**config.mk**
```make
export PLATFORM = sky130hd
export DESIGN_NAME = serieparalelo_align
export DESIGN_NICKNAME = d
export VERILOG_FILES = /design/src/rtl/serieparalelo_align.sv
export SDC_FILE = /design/constraint.sdc
export NUM_CORES = 1
export LEC_CHECK = 0
export BUFFER_PORTS_ARGS = -buffer_cell sky130_fd_sc_hd__buf_4
export CORE_MARGIN = 3
export CORE_UTILIZATION = 58
export DETAILED_ROUTE_END_ITERATION = 8
export GPL_ROUTABILITY_DRIVEN = 0
export PLACE_DENSITY = 0.83
export SYNTH_ARGS = -nofsm -noshare
export SYNTH_HDL_FRONTEND = slang
export SYNTH_SLANG_ARGS = --single-unit
export TNS_END_PERCENT = 30
```
**constraint.sdc**
```tcl
create_clock -name clk32f -period 5.1 [get_ports clk32f]
set_clock_uncertainty 0.2 [all_clocks]
set_input_delay 1.02 -clock clk32f [delete_from_list [all_inputs] [get_ports clk32f]]
set_output_delay 1.02 -clock clk32f [all_outputs]
set_load 0.02 [all_outputs]
```
**src/rtl/serieparalelo_align.sv**
```systemverilog
// Serial-to-parallel receiver with comma-based word alignment.
// Hunts for COMMA at any bit offset, locks after LOCK_COUNT aligned commas, then emits words.
module serieparalelo_align #(
    parameter int               WIDTH      = 8,
    parameter logic [WIDTH-1:0] COMMA      = 8'hBC,
    parameter int               LOCK_COUNT = 4
) (
    input  logic             clk32f,
    input  logic             reset,
    input  logic             in,
    output logic [WIDTH-1:0] out,
    output logic             valid,
    output logic             word_strobe,
    output logic             active,
    output logic             comma
);

    localparam int BW = (WIDTH > 1) ? $clog2(WIDTH) : 1;
    localparam int CW = $clog2(LOCK_COUNT + 1);

    typedef enum logic [1:0] {SEARCH, ALIGN, LOCKED} state_t;

    state_t           state_reg, state_next;
    logic [WIDTH-1:0] sr_reg, sr_next;
    logic [BW-1:0]    bit_cnt_reg, bit_cnt_next;
    logic [CW-1:0]    comma_cnt_reg, comma_cnt_next;
    logic [CW-1:0]    comma_cnt_inc;
    logic [WIDTH-1:0] out_reg, out_next;
    logic             valid_reg, valid_next;
    logic             strobe_reg, strobe_next;
    logic             comma_reg, comma_next;
    logic             is_comma;
    logic             boundary;

    // The word under test includes the bit sampled on this same edge.
    always_comb begin
        sr_next  = {sr_reg[WIDTH-2:0], in};
        is_comma = (sr_next == COMMA);
        boundary = (bit_cnt_reg == BW'(WIDTH - 1));
        if (comma_cnt_reg == CW'(LOCK_COUNT))
            comma_cnt_inc = comma_cnt_reg;
        else
            comma_cnt_inc = comma_cnt_reg + CW'(1);
    end

    // State register and datapath registers.
    always_ff @(posedge clk32f) begin
        if (reset) begin
            state_reg     <= SEARCH;
            sr_reg        <= '0;
            bit_cnt_reg   <= '0;
            comma_cnt_reg <= '0;
            out_reg       <= '0;
            valid_reg     <= 1'b0;
            strobe_reg    <= 1'b0;
            comma_reg     <= 1'b0;
        end else begin
            state_reg     <= state_next;
            sr_reg        <= sr_next;
            bit_cnt_reg   <= bit_cnt_next;
            comma_cnt_reg <= comma_cnt_next;
            out_reg       <= out_next;
            valid_reg     <= valid_next;
            strobe_reg    <= strobe_next;
            comma_reg     <= comma_next;
        end
    end

    // Next-state logic, including the alignment counters.
    always_comb begin
        state_next     = state_reg;
        comma_cnt_next = comma_cnt_reg;
        bit_cnt_next   = boundary ? '0 : bit_cnt_reg + BW'(1);
        case (state_reg)
            SEARCH: begin
                if (is_comma) begin
                    bit_cnt_next   = '0;
                    comma_cnt_next = CW'(1);
                    state_next     = (LOCK_COUNT == 1) ? LOCKED : ALIGN;
                end
            end
            ALIGN: begin
                if (boundary) begin
                    if (is_comma) begin
                        comma_cnt_next = comma_cnt_inc;
                        if (comma_cnt_inc == CW'(LOCK_COUNT))
                            state_next = LOCKED;
                    end else begin
                        // A failed boundary drops back to hunting; this word is not rescanned.
                        comma_cnt_next = '0;
                        state_next     = SEARCH;
                    end
                end
            end
            LOCKED: state_next = LOCKED;
            default: begin
                state_next     = SEARCH;
                comma_cnt_next = '0;
            end
        endcase
    end

    // Output logic: words are only published while locked, one strobe per boundary.
    always_comb begin
        out_next    = out_reg;
        valid_next  = valid_reg;
        comma_next  = comma_reg;
        strobe_next = 1'b0;
        if (state_reg == LOCKED && boundary) begin
            out_next    = sr_next;
            strobe_next = 1'b1;
            comma_next  = is_comma;
            valid_next  = !is_comma;
        end
    end

    assign out         = out_reg;
    assign valid       = valid_reg;
    assign word_strobe = strobe_reg;
    assign comma       = comma_reg;
    assign active      = (state_reg == LOCKED);

endmodule

```
==> results_dict.tcl, run 1 <==
set metrics [dict create \
    postSynthCellCount 105 \
    path_class "reg2out" \
    die-area_um2 2381 \
    clk-insertion-delay-late_ns 0.32 \
    drtPass1Iterations 4 \
    yosysWarnings 0 \
    grt_max_degree 25 \
    drt-wirelength-per-cell_um 13.64 \
    holdWs_ns 0.2358 \
    rsz0062_at_grt "false" \
    drv_cap 0 \
    outcome "finished, final reports clean" \
    drt_iter0_drc 12 \
    grt_pass1_vias 760 \
    p_per_area_nw_per_um2 291.3 \
    die_width_um 48.80 \
    grt_first_pass_wirelength_um 3325 \
    cts-buffers-inserted 3 \
    synth_area_um2 1062 \
    start_util_pct 65.92 \
    critPathBufInv 1 \
    clock-sinks 26 \
    gr-total-overflow 0 \
    synth_cell_type_count 34 \
    layout_min_cycle_time_ns 2.663 \
    grt_util_all_layers_pct 17.86 \
    cts_root_buffer "clkbuf_4" \
    finalMaxSlewViolations 0 \
    drc 0 \
    hold_viol_final 0 \
    tns_ns 0 \
    cts_setup_buffers 0 \
    critPathSlowestCell "dfxtp_1" \
    yosysSeqAreaShare_pct 49.00 \
    clockBufferDepth 2 \
    synth_nets 112 \
    cts.clk_slew.worst_paths_ns 0.13 \
    slew_headroom_pct 70.39 \
    io-pin-count 15 \
    fp.coreArea_um2 1612 \
    ir_worst_vdd_uv 252.6 \
    place_hpwl_um 1327 \
    period_share_pct 52.22 \
    worstPathCellList "nor2b_1 > buf_4" \
    row_count 14 \
    max_freq_ghz 0.3755 \
    wl_um 1937 \
    drive_gt1_share_pct 19.49 \
    largest_reg_flops 8 \
    max_stage_delay_ns 0.54 \
    critPathMaxFanout 7 \
    end_kind "output pin" \
    worstPathArrival_ns 1.44 \
    htree_num_levels 1 \
    p_total_mw 0.3575 \
    startpoint_type "flop" \
    vias 794 \
    hold_buffers 0 \
    p_leak_nw 0.5633 \
    ctsResizeCount 0 \
    setup_viol 0 \
    max_slew.worst_pin.slew_ns 0.4441 \
    layout.nets 126 \
    syn_area_per_cell_um2 10.12 \
    required_ns 3.88 \
    diodes 0 \
    area.growth.synth_to_final_pct 15.55 \
    ant_nets 0 \
    cts_tree "done" \
    port_buffers 14 \
    synth_seq_cells 26 \
    via_per_inst 5.592 \
    die_y_um 48.80 \
    antenna_found_initial 0 \
    critPathTopFamily "flip-flops" \
    hp-class "reg2reg" \
]
stage by stage:
step | setup WS [ns] | area, um^2 | utilization (%) | cells
after floorplan | 2.958 | 1062 | - | 105
final | 2.437 | 1227 | 76.16 | 142
after CTS | 2.436 | 1227 | 76.16 | 142
after detailed placement | 2.683 | 1175 | 72.90 | 138
after global routing | 2.354 | 1227 | 76.16 | 142
after global placement | 2.727 | 1175 | 72.90 | 138
worst register-to-register path, stage by stage, from the launching register on:
cell	delay, ns
dfxtp_1	0.34
ha_1	0.19
ha_1	0.34
or2_2	0.35
a31o_2	0.25
a21oi_1	0.11
a211oi_1	0.06
where the power goes:
| part | switching, mW | internal, mW | total [mW] | leakage, nW |
|---|---|---|---|---|
| Combinational | 0.00527 | 0.00419 | 0.00946 | 0.325 |
| Clock | 0.0605 | 0.0795 | 0.140 | 0.0279 |
| Sequential | 0.00163 | 0.206 | 0.208 | 0.211 |
cells by family after synthesis:
group                      after synthesis  synth area share (%)
xor gates and xnor gates                 1                0.8247
muxes                                    9                 8.481
buffers and inverters                   11                 4.240
and+or+nand+nor                         35                 19.08
adders and majority gates                4                 4.712
DFF                                     26                 49.00
AOI/OAI and AO/OA                       19                 13.67
cells in the mapped netlist:
master	number	area (um^2)
nand2_1	1	3.750
nand2b_1	1	6.260
clkbuf_1	2	7.510
buf_2	3	15.01
or2_2	1	6.260
a31oi_1	1	6.260
a41oi_1	2	17.52
a311oi_1	1	8.760
or3b_1	1	8.760
o41ai_1	1	8.760
dfxtp_1	26	520.5
nor2_1	14	52.55
o21bai_1	1	7.510
o21ai_0	2	10.01
nor2b_1	10	62.56
nor3_4	1	16.27
a211oi_1	1	7.510
nor3_1	1	5.000
nand2_2	1	6.260
a211o_1	1	8.760
a311oi_2	1	15.01
ha_1	4	50.05
xnor2_1	1	8.760
a32oi_1	1	8.760
or4_1	1	7.510
a21oi_1	4	20.02
inv_1	6	22.52
nand4b_1	1	8.760
a21o_1	1	7.510
a31o_2	1	8.760
mux2i_1	9	90.09
o311a_1	1	10.01
nor3b_1	1	7.510
nand4bb_1	1	11.26
layout by cell type, fill, tap and decap left out, drive strengths merged:
| master | count |
|---|---|
| a211o | 1 |
| a211oi | 1 |
| a21o | 1 |
| a21oi | 4 |
| a311oi | 2 |
| a31o | 1 |
| a31oi | 1 |
| a32oi | 1 |
| a41oi | 2 |
| buf | 14 |
| bufinv | 1 |
| clkbuf | 3 |
| dfxtp | 26 |
| ha | 4 |
| inv | 6 |
| mux2i | 9 |
| nand2 | 2 |
| nand2b | 1 |
| nand4b | 1 |
| nand4bb | 1 |
| nor2 | 14 |
| nor2b | 10 |
| nor3 | 2 |
| nor3b | 1 |
| o21ai | 2 |
| o21bai | 1 |
| o311a | 1 |
| o41ai | 1 |
| or2 | 1 |
| or3b | 1 |
| or4 | 1 |
| xnor2 | 1 |
final timing paths:
path                   from               end  slack [ns]  cells past startpoint
max            state_reg[1]            active        2.44                      2
min          bit_cnt_reg[0]    bit_cnt_reg[0]        0.24                      1
max reg2reg  bit_cnt_reg[0]  comma_cnt_reg[2]        3.16                      6
min reg2reg  bit_cnt_reg[0]    bit_cnt_reg[0]        0.24                      1
metal layers:
layer | vias to the layer above | global-route usage [%] | wire, um
met4 | 0 | 8.531 | 27
met5 | - | 0 | 0
li1 | 390 | - | -
met3 | 4 | 3.976 | 117
met1 | 375 | 22.56 | 904
met2 | 25 | 28.73 | 888
final cells by class:
cell class / count / area (um^2)
clock inverters: 1 / 30.03
flip-flops and latches: 26 / 520.5
repair buffers: 14 / 105.1
multi-input cells: 68 / 496.7
clock buffers: 3 / 22.52
well taps: 24 / 30.03
inverters: 6 / 22.52
fillers: 116 / 384.1
No activity file was read; power rests on OpenSTA's default activity.
==> inputs of run 2 (changes only) <==
--- a/config.mk
+++ b/config.mk
@@ -5,12 +5,13 @@
 export SDC_FILE = /design/constraint.sdc
 export NUM_CORES = 1
 export LEC_CHECK = 0
+export ABC_AREA = 1
 export BUFFER_PORTS_ARGS = -buffer_cell sky130_fd_sc_hd__buf_4
 export CORE_MARGIN = 3
-export CORE_UTILIZATION = 58
+export CORE_UTILIZATION = 49
 export DETAILED_ROUTE_END_ITERATION = 8
 export GPL_ROUTABILITY_DRIVEN = 0
-export PLACE_DENSITY = 0.83
+export PLACE_DENSITY = 0.74
 export SYNTH_ARGS = -nofsm -noshare
 export SYNTH_HDL_FRONTEND = slang
 export SYNTH_SLANG_ARGS = --single-unit
==> constraint.sdc (replaced) <==
create_clock -name clk32f -period 2.4 [get_ports clk32f]
set_clock_uncertainty 0.2 [all_clocks]
set_input_delay 0.48 -clock clk32f [delete_from_list [all_inputs] [get_ports clk32f]]
set_output_delay 0.48 -clock clk32f [all_outputs]
set_load 0.02 [all_outputs]
==> results_dict.tcl, run 2 <==
set metrics [dict create \
    post_dp_cell_area_um2 1204 \
    largest_reg_flops 8 \
    synth_most_common_cell "dfxtp_1" \
    worstSetupPathDepth 3 \
    drv_cap 0 \
    synth_ff_type "dfxtp_1" \
    critPathTopFamily "flip-flops" \
    tns_ns 0 \
    fp.coreArea_um2 2042 \
    regArea_um2 520.5 \
    synth_nets 146 \
    grt_first_pass_wirelength_um 3374 \
    critPathSlowestCell "dfxtp_1" \
    ctsResizeCount 0 \
    drc 0 \
    synth_cell_type_count 25 \
    synth_area_um2 1097 \
    power_frac_comb_pct 12.0 \
    max_slew.worst_pin.slew_ns 0.4716 \
    power_frac_seq_pct 53.8 \
    layout.nets 162 \
    outcome "finished, final reports clean" \
    cts_setup_buffers 0 \
    drive_gt1_share_pct 18.83 \
    io-pin-count 15 \
    max_freq_ghz 0.5881 \
    ys_top_cells_by_count "26 x dfxtp_1, 24 x nor2_1, 22 x inv_1" \
    critPathBufInv 2 \
    hold_viol_final 0 \
    path_class "reg2out" \
    slew_headroom_pct 68.53 \
    cts-buffers-inserted 3 \
    drt_iter0_drc 10 \
    row_count 16 \
    design_area_um2 1256 \
    p_total_mw 0.8586 \
    synthArstFlopShare_pct 0 \
    worst_r2r_path_depth 7 \
    grt-busiest-layer "met2" \
    start_util_pct 53.74 \
    startpoint_type "flop" \
    p_per_area_nw_per_um2 683.5 \
    use_met2_pct 26.94 \
    diodes 0 \
    p_int_mw 0.6561 \
    use_met1_pct 19.76 \
    wl_um 1761 \
    die_y_um 53.32 \
    hp-class "in2reg" \
    dp_cells 177 \
    end_kind "output pin" \
    hold_buffers 0 \
    use_met3_pct 2.535 \
    postSynthCellCount 139 \
    die-area_um2 2843 \
    fillers 202 \
    period_share_pct 70.85 \
    clockBufferDepth 2 \
    max_stage_delay_ns 0.37 \
    layoutNonFillerInstCount 181 \
    syn_area_per_cell_um2 7.894 \
    finalMaxSlewViolations 0 \
    clock-sinks 26 \
    ir_worst_vdd_uv 526.1 \
    htree_num_levels 1 \
    layout_min_cycle_time_ns 1.700 \
    port_buffers 14 \
    grt_max_degree 19 \
    cts_tree "done" \
    multi_input_area_um2 451.7 \
    yosysWarnings 0 \
    required_ns 1.72 \
    critPathMaxFanout 3 \
    via_per_inst 4.691 \
    ant_nets 0 \
    vias 849 \
    p_sw_share_pct 23.59 \
    layout_commonest_cell "dfxtp_1" \
    p_clk_share_pct 34.3 \
    grt_pass1_vias 849 \
    cts_root_buffer "clkbuf_4" \
    p_leak_nw 0.6283 \
    drtPass1Iterations 4 \
    synth_top_area_share_pct 47.43 \
    yosys.area.top_type "dfxtp_1" \
    synth_edf_count 0 \
    die_width_um 53.32 \
    gr-total-overflow 0 \
    drt-wirelength-per-cell_um 9.729 \
    whs_path_depth 3 \
    worstPathArrival_ns 1.02 \
    power_switching_mw 0.2025 \
    worstPathCellList "inv_1 > nor2_4 > buf_4" \
    grt_util_all_layers_pct 16.08 \
    area.growth.synth_to_final_pct 14.48 \
    place_hpwl_um 1355 \
    clk-insertion-delay-late_ns 0.31 \
    synth.area.top_cells "dfxtp_1 47%, nor2_1 8.2%, inv_1 7.5%" \
    layout_common_cells "26 x dfxtp_1, 24 x nor2_1, 22 x inv_1" \
    rsz0062_at_grt "false" \
    yosysSeqAreaShare_pct 47.43 \
    setup_viol 0 \
    antenna_found_initial 0 \
    cts.clk_slew.worst_paths_ns 0.14 \
    synth_seq_cells 26 \
    final_core_util_pct 61.52 \
]
-- run 2: path summary, 6_finish.rpt --
| kind | endpoint | start | slack, ns |
|---|---|---|---|
| worst max-delay path | active | state_reg[1] | 0.70 |
| worst min-delay path | sr_reg[0] | in | 0.19 |
| worst max register to register | out[7] | bit_cnt_reg[0] | 0.79 |
| worst min register to register | bit_cnt_reg[0] | bit_cnt_reg[0] | 0.23 |
-- run 2: stage by stage --
step / worst slack [ns] / hold WS, ns
after floorplan: 0.8600 / 0.1966
after global placement: 0.7769 / 0.2095
after detailed placement: 0.7370 / 0.2153
after CTS: 0.6738 / 0.1726
after global routing: 0.5965 / 0.1863
final: 0.6997 / 0.1862
-- run 2: layout make-up --
cell class | instances | share of cell area [%]
Clock buffer | 3 | 1.793
Clock inverter | 1 | 2.390
Inverter | 24 | 7.371
Multi-Input combinational cell | 86 | 35.96
Sequential cell | 26 | 41.43
Tap cell | 27 | 2.689
Timing Repair Buffer | 14 | 8.367
-- run 2: power groups by stage --
stage          Clock (mW)  Sequential, mW  Combinational, mW
2_1_floorplan           0           0.469             0.0856
3_3_place_gp            0           0.471              0.101
3_5_place_dp            0           0.472              0.103
4_1_cts             0.305           0.462              0.104
5_1_grt             0.314           0.465              0.122
6_report            0.294           0.462              0.103
-- run 2: logic make-up (layout without fill, tap and decap cells) --
logic type	Yosys count	count (layout)	share of synthesized area (%)
buffers and inverters	27	42	11.40
adders and majority gates	4	4	4.561
AOI/OAI and AO/OA	20	20	10.03
and+or+nand+nor	62	62	26.57
DFF	26	26	47.43
-- run 2: routing by layer --
layer | up-vias | wire length, um
met4 | 0 | 19
met5 | - | 0
met2 | 10 | 843
met1 | 379 | 850
li1 | 458 | -
met3 | 2 | 48
-- run 2: worst min-delay path, cell delays in order --
cell	delay [ns]
buf_4	0.07
inv_1	0.05
nor2_1	0.07
